File: config.mk
export PLATFORM = sky130hd
export DESIGN_NAME = perf_counter_reader
export DESIGN_NICKNAME = d
export VERILOG_FILES = /design/src/rtl/perf_pkg.sv /design/src/rtl/perf_byte_sel.sv /design/src/rtl/perf_counter_reader.sv
export SDC_FILE = /design/constraint.sdc
export NUM_CORES = 2
export LEC_CHECK = 0
export BUFFER_PORTS_ARGS = -buffer_cell sky130_fd_sc_hd__buf_4
export CAP_MARGIN = 20
export CORE_ASPECT_RATIO = 1.75
export CORE_MARGIN = 2
export CORE_UTILIZATION = 40
export CTS_CLUSTER_SIZE = 16
export DETAILED_ROUTE_END_ITERATION = 8
export HOLD_SLACK_MARGIN = 0.1
export MAX_ROUTING_LAYER = met4
export PLACE_DENSITY = 0.69
export SYNTH_ARGS = -nofsm -noshare
export SYNTH_HDL_FRONTEND = slang
export SYNTH_HIERARCHICAL = 1
export SYNTH_SLANG_ARGS = --single-unit
export TNS_END_PERCENT = 100
File: constraint.sdc
create_clock -name clk -period 38.5 [get_ports clk]
set_input_delay 9.625 -clock clk [delete_from_list [all_inputs] [get_ports clk]]
set_output_delay 9.625 -clock clk [all_outputs]
set_load 0.005 [all_outputs]
File: src/rtl/perf_pkg.sv
// Shared constants and types for the performance-counter frame reader.
// PERF_READER_CHECKSUM_EN adds the trailing XOR checksum byte and its FSM state.
package perf_pkg;

   localparam int         DEFAULT_NUM_COUNTERS = 18;
   localparam int         DEFAULT_COUNT_W      = 32;
   localparam logic [7:0] HEADER_BYTE          = 8'hA5;

`ifdef PERF_READER_CHECKSUM_EN
   typedef enum logic [1:0] {IDLE, HEADER, DATA, CKSUM} state_t;
`else
   typedef enum logic [1:0] {IDLE, HEADER, DATA} state_t;
`endif

   typedef enum logic [4:0] {
      CNT_ADD, CNT_SUB, CNT_ADDI, CNT_ADD_FP, CNT_MUL_FP, CNT_VADD_FP,
      CNT_VMUL_FP, CNT_VSUM_FP, CNT_VSET_FP, CNT_SW, CNT_LW, CNT_SW_FP,
      CNT_LW_FP, CNT_VST, CNT_VLD, CNT_BEQ, CNT_BLT, CNT_J
   } counter_t;

   // Counter width for an index range of n values, never narrower than one bit.
   function automatic int clog2_min1(input int n);
      return (n > 1) ? $clog2(n) : 1;
   endfunction

endpackage

File: src/rtl/perf_byte_sel.sv
// Combinational pick of byte byte_num (LSB first) of counter idx from the snapshot.
// Out-of-range positions read as zero.
module perf_byte_sel
   import perf_pkg::*;
#(
   parameter int NUM_COUNTERS = DEFAULT_NUM_COUNTERS,
   parameter int COUNT_W      = DEFAULT_COUNT_W,
   parameter int IDX_W        = clog2_min1(NUM_COUNTERS),
   parameter int BYTE_W       = clog2_min1(COUNT_W / 8)
) (
   input  logic [NUM_COUNTERS*COUNT_W-1:0] snapshot,
   input  logic [IDX_W-1:0]                idx,
   input  logic [BYTE_W-1:0]               byte_num,
   output logic [7:0]                      sel_byte
);

   localparam int BYTES = COUNT_W / 8;

   // NOTE: default assignment first so every path drives sel_byte and no latch is inferred.
   always_comb begin
      sel_byte = 8'h00;
      for (int i = 0; i < NUM_COUNTERS; i++) begin
         for (int b = 0; b < BYTES; b++) begin
            if (idx == IDX_W'(i) && byte_num == BYTE_W'(b))
               sel_byte = snapshot[i*COUNT_W + b*8 +: 8];
         end
      end
   end

endmodule

File: src/rtl/perf_counter_reader.sv
// Captures all counters on snapshot_req and streams them as a byte frame:
// header 0xA5, counter bytes LSB first, then an XOR checksum when PERF_READER_CHECKSUM_EN is defined.
module perf_counter_reader
   import perf_pkg::*;
#(
   parameter int NUM_COUNTERS = DEFAULT_NUM_COUNTERS,
   parameter int COUNT_W      = DEFAULT_COUNT_W
) (
   input  logic                            clk,
   input  logic                            reset,
   input  logic [NUM_COUNTERS*COUNT_W-1:0] count_in,
   input  logic                            snapshot_req,
   input  logic                            out_ready,
   output logic                            out_valid,
   output logic [7:0]                      out_data,
   output logic                            out_last,
   output logic                            busy,
   output logic                            overrun
);

   localparam int                BYTES     = COUNT_W / 8;
   localparam int                IDX_W     = clog2_min1(NUM_COUNTERS);
   localparam int                BYTE_W    = clog2_min1(BYTES);
   localparam logic [IDX_W-1:0]  LAST_IDX  = IDX_W'(NUM_COUNTERS - 1);
   localparam logic [BYTE_W-1:0] LAST_BYTE = BYTE_W'(BYTES - 1);

   state_t                          state;
   logic [NUM_COUNTERS*COUNT_W-1:0] snapshot;
   logic [IDX_W-1:0]                idx;
   logic [IDX_W-1:0]                nxt_idx;
   logic [BYTE_W-1:0]               byte_num;
   logic [BYTE_W-1:0]               nxt_byte;
   logic [7:0]                      nxt_data;
   logic                            nxt_last;
   logic                            xfer;
   logic                            last_data;
`ifdef PERF_READER_CHECKSUM_EN
   logic [7:0]                      checksum;
`endif

   assign xfer      = out_valid && out_ready;
   assign last_data = (idx == LAST_IDX) && (byte_num == LAST_BYTE);
   assign busy      = (state != IDLE);

   // Address of the byte to present once the current one transfers; outputs stay registered.
   always_comb begin
      nxt_idx  = '0;
      nxt_byte = '0;
      if (state == DATA) begin
         if (byte_num == LAST_BYTE) begin
            nxt_idx = idx + IDX_W'(1);
         end else begin
            nxt_idx  = idx;
            nxt_byte = byte_num + BYTE_W'(1);
         end
      end
   end

`ifdef PERF_READER_CHECKSUM_EN
   assign nxt_last = 1'b0;
`else
   assign nxt_last = (nxt_idx == LAST_IDX) && (nxt_byte == LAST_BYTE);
`endif

   perf_byte_sel #(
      .NUM_COUNTERS (NUM_COUNTERS),
      .COUNT_W      (COUNT_W),
      .IDX_W        (IDX_W),
      .BYTE_W       (BYTE_W)
   ) u_byte_sel (
      .snapshot (snapshot),
      .idx      (nxt_idx),
      .byte_num (nxt_byte),
      .sel_byte (nxt_data)
   );

   // NOTE: sequential state uses non-blocking assignments only; every register, snapshot included, has a reset value.
   always_ff @(posedge clk or posedge reset) begin
      if (reset) begin
         state     <= IDLE;
         snapshot  <= '0;
         idx       <= '0;
         byte_num  <= '0;
         out_valid <= 1'b0;
         out_data  <= 8'h00;
         out_last  <= 1'b0;
         overrun   <= 1'b0;
`ifdef PERF_READER_CHECKSUM_EN
         checksum  <= 8'h00;
`endif
      end else begin
         case (state)
            IDLE: begin
               if (snapshot_req) begin
                  snapshot  <= count_in;
                  overrun   <= 1'b0;
                  out_valid <= 1'b1;
                  out_data  <= HEADER_BYTE;
                  out_last  <= 1'b0;
                  state     <= HEADER;
`ifdef PERF_READER_CHECKSUM_EN
                  checksum  <= 8'h00;
`endif
               end
            end
            HEADER: begin
               if (xfer) begin
                  idx      <= '0;
                  byte_num <= '0;
                  out_data <= nxt_data;
                  out_last <= nxt_last;
                  state    <= DATA;
`ifdef PERF_READER_CHECKSUM_EN
                  checksum <= checksum ^ out_data;
`endif
               end
            end
            DATA: begin
               if (xfer) begin
`ifdef PERF_READER_CHECKSUM_EN
                  checksum <= checksum ^ out_data;
`endif
                  if (last_data) begin
`ifdef PERF_READER_CHECKSUM_EN
                     out_data <= checksum ^ out_data;
                     out_last <= 1'b1;
                     state    <= CKSUM;
`else
                     out_valid <= 1'b0;
                     out_data  <= 8'h00;
                     out_last  <= 1'b0;
                     idx       <= '0;
                     byte_num  <= '0;
                     state     <= IDLE;
`endif
                  end else begin
                     idx      <= nxt_idx;
                     byte_num <= nxt_byte;
                     out_data <= nxt_data;
                     out_last <= nxt_last;
                  end
               end
            end
`ifdef PERF_READER_CHECKSUM_EN
            CKSUM: begin
               if (xfer) begin
                  out_valid <= 1'b0;
                  out_data  <= 8'h00;
                  out_last  <= 1'b0;
                  idx       <= '0;
                  byte_num  <= '0;
                  state     <= IDLE;
               end
            end
`endif
            default: state <= IDLE;
         endcase

         // A request is only honoured from IDLE; anything else is dropped and flagged.
         if (snapshot_req && state != IDLE)
            overrun <= 1'b1;
      end
   end

endmodule

Word-level counts from Yosys, hierarchy flattened
Index checks and enable logic that the tools add are counted.

$add $sub $neg: 2. Equal/unequal tests: 28. Muxes and demuxes: 105. Reduce and logical (&&, ||, !) cells: 90.

Operators with widths (count): $mux W8 (76); $logic_and A1 B1 Y1 (75); $eq A5 B4 Y1 const B (8); $mux W5 (5); $pmux W8 S3 (1); $eq A5 B3 Y1 const B (4); $mux W2 (9); $eq A5 B5 Y1 const B (3); $reduce_and A4 Y1 (3); $eq A5 B2 Y1 const B (2); $pmux W5 S2 (1); $reduce_bool A2 Y1 (5); $mux W1 (9); $eq A2 B2 Y1 const B (4); $ne A2 B2 Y1 const B (4); $pmux W2 S3 (1); $add A5 B1 Y5 const B (1); $eq A5 B1 Y1 const B (1); $logic_not A5 Y1 (1); $eq A2 B1 Y1 const B (2); $logic_not A2 Y1 (2); $pmux W2 S2 (1); $reduce_and A2 Y1 (2); $pmux W1 S3 (1); other kinds (4) (4).

Input bits: 580. Register bits after elaboration: 596. Word-level logic and storage cells: 233.

Logic depth before layout (Yosys ltp)
Depth after elaboration: 80. Mapped depth: 19.

Hierarchy
Netlist, hierarchy kept.

Modules (own cells, without submodules): perf_counter_reader (area an instance 22798.1 µm², cells an instance 1334, instances 1, seq. area each 14914.3 µm²); perf_byte_sel (area an instance 7972.6 µm², cells an instance 1212, instances 1, seq. area each 0.0 µm²).

Least setup slack after synthesis
Ideal clock, no wire load.

Path type: input to register. From: input port out_ready. To: register state[1]. Data arrival time: 10549 ps. Cell stages on the path: 5. Data required time: 38375 ps. Slack: 27826 ps. Cell sequence: and2_2 > buf_4 > o21a_1 > o21ai_2 > mux2_4.

Longest elaborated chain between the ends: 3. Elaborated cells between the ends (all ways): 4. Those cells by class: 2 x eq/ne; 2 x reduce/logical.

RTL lines: from (decl) (line perf_counter_reader.sv:13) `input logic out_ready,`; $logic_and A1 B1 Y1 (*) (line perf_counter_reader.sv:41) `assign xfer = out_valid && out_ready;`; $ne A2 B2 Y1 (no line); $reduce_and A4 Y1 (no line) (*); to (signal assigned) (line perf_counter_reader.sv:80) `state <= IDLE;`; to (signal assigned) (line perf_counter_reader.sv:100) `state <= HEADER;`; to (signal assigned) (line perf_counter_reader.sv:112) `state <= DATA;`; to (decl) (line perf_counter_reader.sv:27) `state_t state;`.

Every way passes the cells marked *; elsewhere a longest branch is shown, timed or not. A chain may end at the register's enable or synchronous reset.

==> implementation parameters <==
Parameter                              Value

Status
  Result of the run    complete, no violations

Critical path
  Worst stage delay on the critical path    0.87 ns
  Kind of cell adding the most delay to the critical path    buffers and inverters
  Series of cell instances along the critical path    buf_4 > inv_8 > buf_16 > buf_4 > buf_4 > buf_4
  Data arrival time of the critical path    12.85 ns
  Kind of critical path    in2async
  Most used cell, CP    buf_4
  CP startpoint kind    input pin
  Critical path buffer and inverter count    6
  Type of element capturing the critical path    async pin
  Data required time of the worst path    39.12 ns
  Critical path peak fanout    109
  Cell with the largest stage delay on the worst path    buf_4

Drt
  Highest metal layer with signal wires    met4
  Met3 routed wirelength    9.038 mm
  Pre-Repair DR Iteration Count    8
  Detailed router's first-iteration violation count    2418
  Detailed Route WL    119.5 mm
  Routed vias    24.48k
  Number of DRC violations after detailed routing    0
  M1 wire length    46.02 mm
  Remaining antenna violation count after routing    0
  Routed wirelength normalized by instance count    28.83 µm
  Avg Vias per Cell    5.905
  Met2 wire len    57.07 mm

GRT
  Antenna violations before repair    30
  Pin count of the biggest net entering global routing    185
  Global-route wire length before repair    170.3 mm
  Overall Global Routing Usage    0.3060
  Total global routing overflow    0
  Via count of the first global-routing pass    25.34k

Logic synthesis
  Top-area cell type share of the netlist area    0.4847
  Syn_area_per_cell    12.09 µm²
  Fraction of the yosys area taken by sequential cells    0.4847
  Cell types with the highest counts after synthesis    631 x mux2_2, 596 x dfrtp_1, 126 x nor2_1, 105 x nand2_1, 102 x o21ai_0
  Most common cell in the synthesized netlist    mux2_2
  Library cell with the largest summed area after synthesis    dfrtp_1
  Syn_nets    3134
  Async set-reset flop share out of synthesis    1.000
  Flip-flop and latch count after synthesis    596
  Synth cell types    98
  Number of enable-type register cells in the synthesized netlist    0
  Post-synthesis instance total    2546
  Summed instance area of the synthesized netlist    30770 µm²
  Cell types occupying the most area after synthesis    dfrtp_1 48%, mux2_2 23%, buf_6 2.5%
  Number of warnings printed during yosys synthesis    6
  Primary flip-flop cell chosen by synthesis mapping    dfrtp_1

Clocking
  Sink Count    596
  Setup fix buffers added after clock tree synthesis    0
  CTS hold repair buffers    0
  Number of buffers inserted during clock tree synthesis    57
  Clock tree root buffer cell    clkbuf_16
  Post-cts repair resize count    0
  CTS max path bufs    3
  Register clock-pin slew on the reported worst setup and hold paths    0.06 ns
  Clock tree from TritonCTS    done
  H-tree depth    2
  Clk_lat worst skew    0.63 ns

STA
  Least-Margin Pin Slew    1.291 ns
  Final setup fails    0
  Slack of the critical path    26.27 ns
  Time the worst path needs with I/O delays and setup    12.23 ns
  Final max-slew violation count    0
  Worst hold slack across all endpoints    0.4933 ns
  Worst slew margin    0.1392
  Unrepaired setup endpoints after global routing    false
  Post-Route Skew    0.01410 ns
  Sum of negative setup slack    0 ns
  Final Cycle Share    0.3177
  Highest clock rate    81.77 MHz
  Hold violation total from the final report    0

Layout
  Final standard cell count with taps included and fillers excluded    4146
  Fraction of layout instances using a drive strength above 1    0.4661
  Layout overhead on the synthesized area    22.60%
  Number of nets in the final layout    3640

Pwr
  Overall Power    1.306 mW
  LEAKAGE    17.75 nW
  Power per cell area    34.62 nW/µm²
  VDD IR max    0.03616 mV

Placed design
  HPWL after detailed placement    86.10 mm
  Instance count after placement with tap cells included    4012
  Routability-driven placement congestion ratio    0.9324
  Pre-CTS setup slack    25.24 ns
  Count of buffers inserted at the top-level ports    591

Worst hold path
  Min-Delay Path Class    reg2reg

Floorplanning
  CORE AREA    76290 µm²
  Area enclosed by the die boundary    79250 µm²
  Y dimension of the die    370.9 µm
  Die width    213.7 µm
  Initial Utilization    0.4034
  Io pins    592
  Number of rows created at floorplan    134

Run
  Max-cap violations    0
==> layout make-up <==
cell class	count	area, µm²
fill	7003	38560
sequential	596	14910
multi-input combinational	1719	14370
timing repair buffer	652	4952
clock buffer	84	1710
tap	1020	1276
clock inverter	19	316.6
inverter	26	106.4
antenna	30	75.07
==> placed cells by master (no fill, tap or decap), types with 8 or more instances in the layout <==
cell type / netlist / final
nor2_1: 126 / 123
nand4_1: 12 / 12
dfrtp_1: 596 / 596
inv_1: 25 / 22
o211ai_1: 32 / 32
clkbuf_1: 41 / 11
nand2_1: 105 / 104
ha_1: 8 / 8
a31oi_1: 19 / 19
o2bb2ai_1: 9 / 9
buf_4: 16 / 648
clkbuf_16: 0 / 59
a221oi_1: 16 / 16
o2111ai_1: 10 / 10
o21ai_0: 102 / 102
a211oi_1: 25 / 25
mux4_2: 15 / 15
o31ai_1: 13 / 13
a21oi_1: 93 / 92
o32ai_1: 14 / 14
a32oi_1: 11 / 11
clkbuf_8: 0 / 14
nor2b_1: 26 / 24
o22ai_1: 64 / 64
a22oi_1: 19 / 19
nand3_1: 36 / 36
bufinv_16: 0 / 8
nor4_1: 11 / 11
nand2b_1: 16 / 14
nor3_1: 41 / 40
o21a_1: 11 / 11
mux2_2: 631 / 631
o221ai_1: 16 / 16
diode_2: 0 / 30
a2bb2oi_1: 10 / 10
and2_1: 11 / 9
mux2i_1: 64 / 64
==> routing by layer <==
layer,GRT usage,up-vias
met1,0.3637,12315
met2,0.4823,1266
met5,-,-
met3,0.06037,308
li1,-,10592
met4,0.1763,0
==> where the power goes <==
| group | internal (mW) | switching [mW] | total [mW] |
|---|---|---|---|
| Clock | 0.361 | 0.256 | 0.617 |
| Sequential | 0.626 | 0.00000000000000000196 | 0.626 |
| Combinational | 0.0379 | 0.0249 | 0.0628 |
| Total | 1.02 | 0.281 | 1.31 |
==> worst reg2reg max path, stage by stage, from the launching register on <==
cell and delay (ns):
dfrtp_1 0.42, inv_1 0.12, ha_1 0.41, inv_2 0.18, nor3_2 0.27, buf_4 0.42, buf_12 0.59, nand2b_2 0.87
buf_4 0.47, o221ai_1 0.17, nand2_1 0.11, nand4b_1 0.29, a311o_1 0.53, a31oi_1 0.51, o21ai_1 0.27, nand2_1 0.11
a21oi_1 0.06
==> final timing paths <==
| check | from | end | slack (ns) | cells past startpoint |
|---|---|---|---|---|
| setup / recovery | reset | snapshot[403] | 26.27 | 6 |
| hold / removal | out_last | out_last | 0.49 | 2 |
| hold reg to reg | out_last | out_last | 0.49 | 2 |
| setup reg to reg | state[0] | out_data[7] | 32.59 | 16 |
| max in group clk | snapshot_req | snapshot[113] | 26.44 | 5 |
| min in group asynchronous | reset | snapshot[102] | 8.96 | 2 |
==> kinds of logic after synthesis <==
logic type | Yosys count | share of synthesized area
muxes | 711 | 0.2632
and+or+nand+nor | 449 | 0.07486
AOI/OAI and AO/OA | 548 | 0.1232
adders and majority gates | 8 | 0.003253
xor gates and xnor gates | 3 | 0.0008541
buffers and inverters | 231 | 0.04993
DFF | 596 | 0.4847
==> per-stage QoR <==
step | instance area (µm²) | utilization
global placement | 35590 | 0.4666
global route | 37720 | 0.4944
detailed placement | 35590 | 0.4666
finish | 37720 | 0.4945
CTS | 37620 | 0.4932
floorplan | 30770 | -
==> state kept, by name (all words and copies together), names as in the netlist <==
register / flops
out_valid: 1
byte_num: 2
out_data: 8
state: 2
idx: 5
overrun: 1
snapshot: 576
out_last: 1
(Power assumes the default switching activity.)
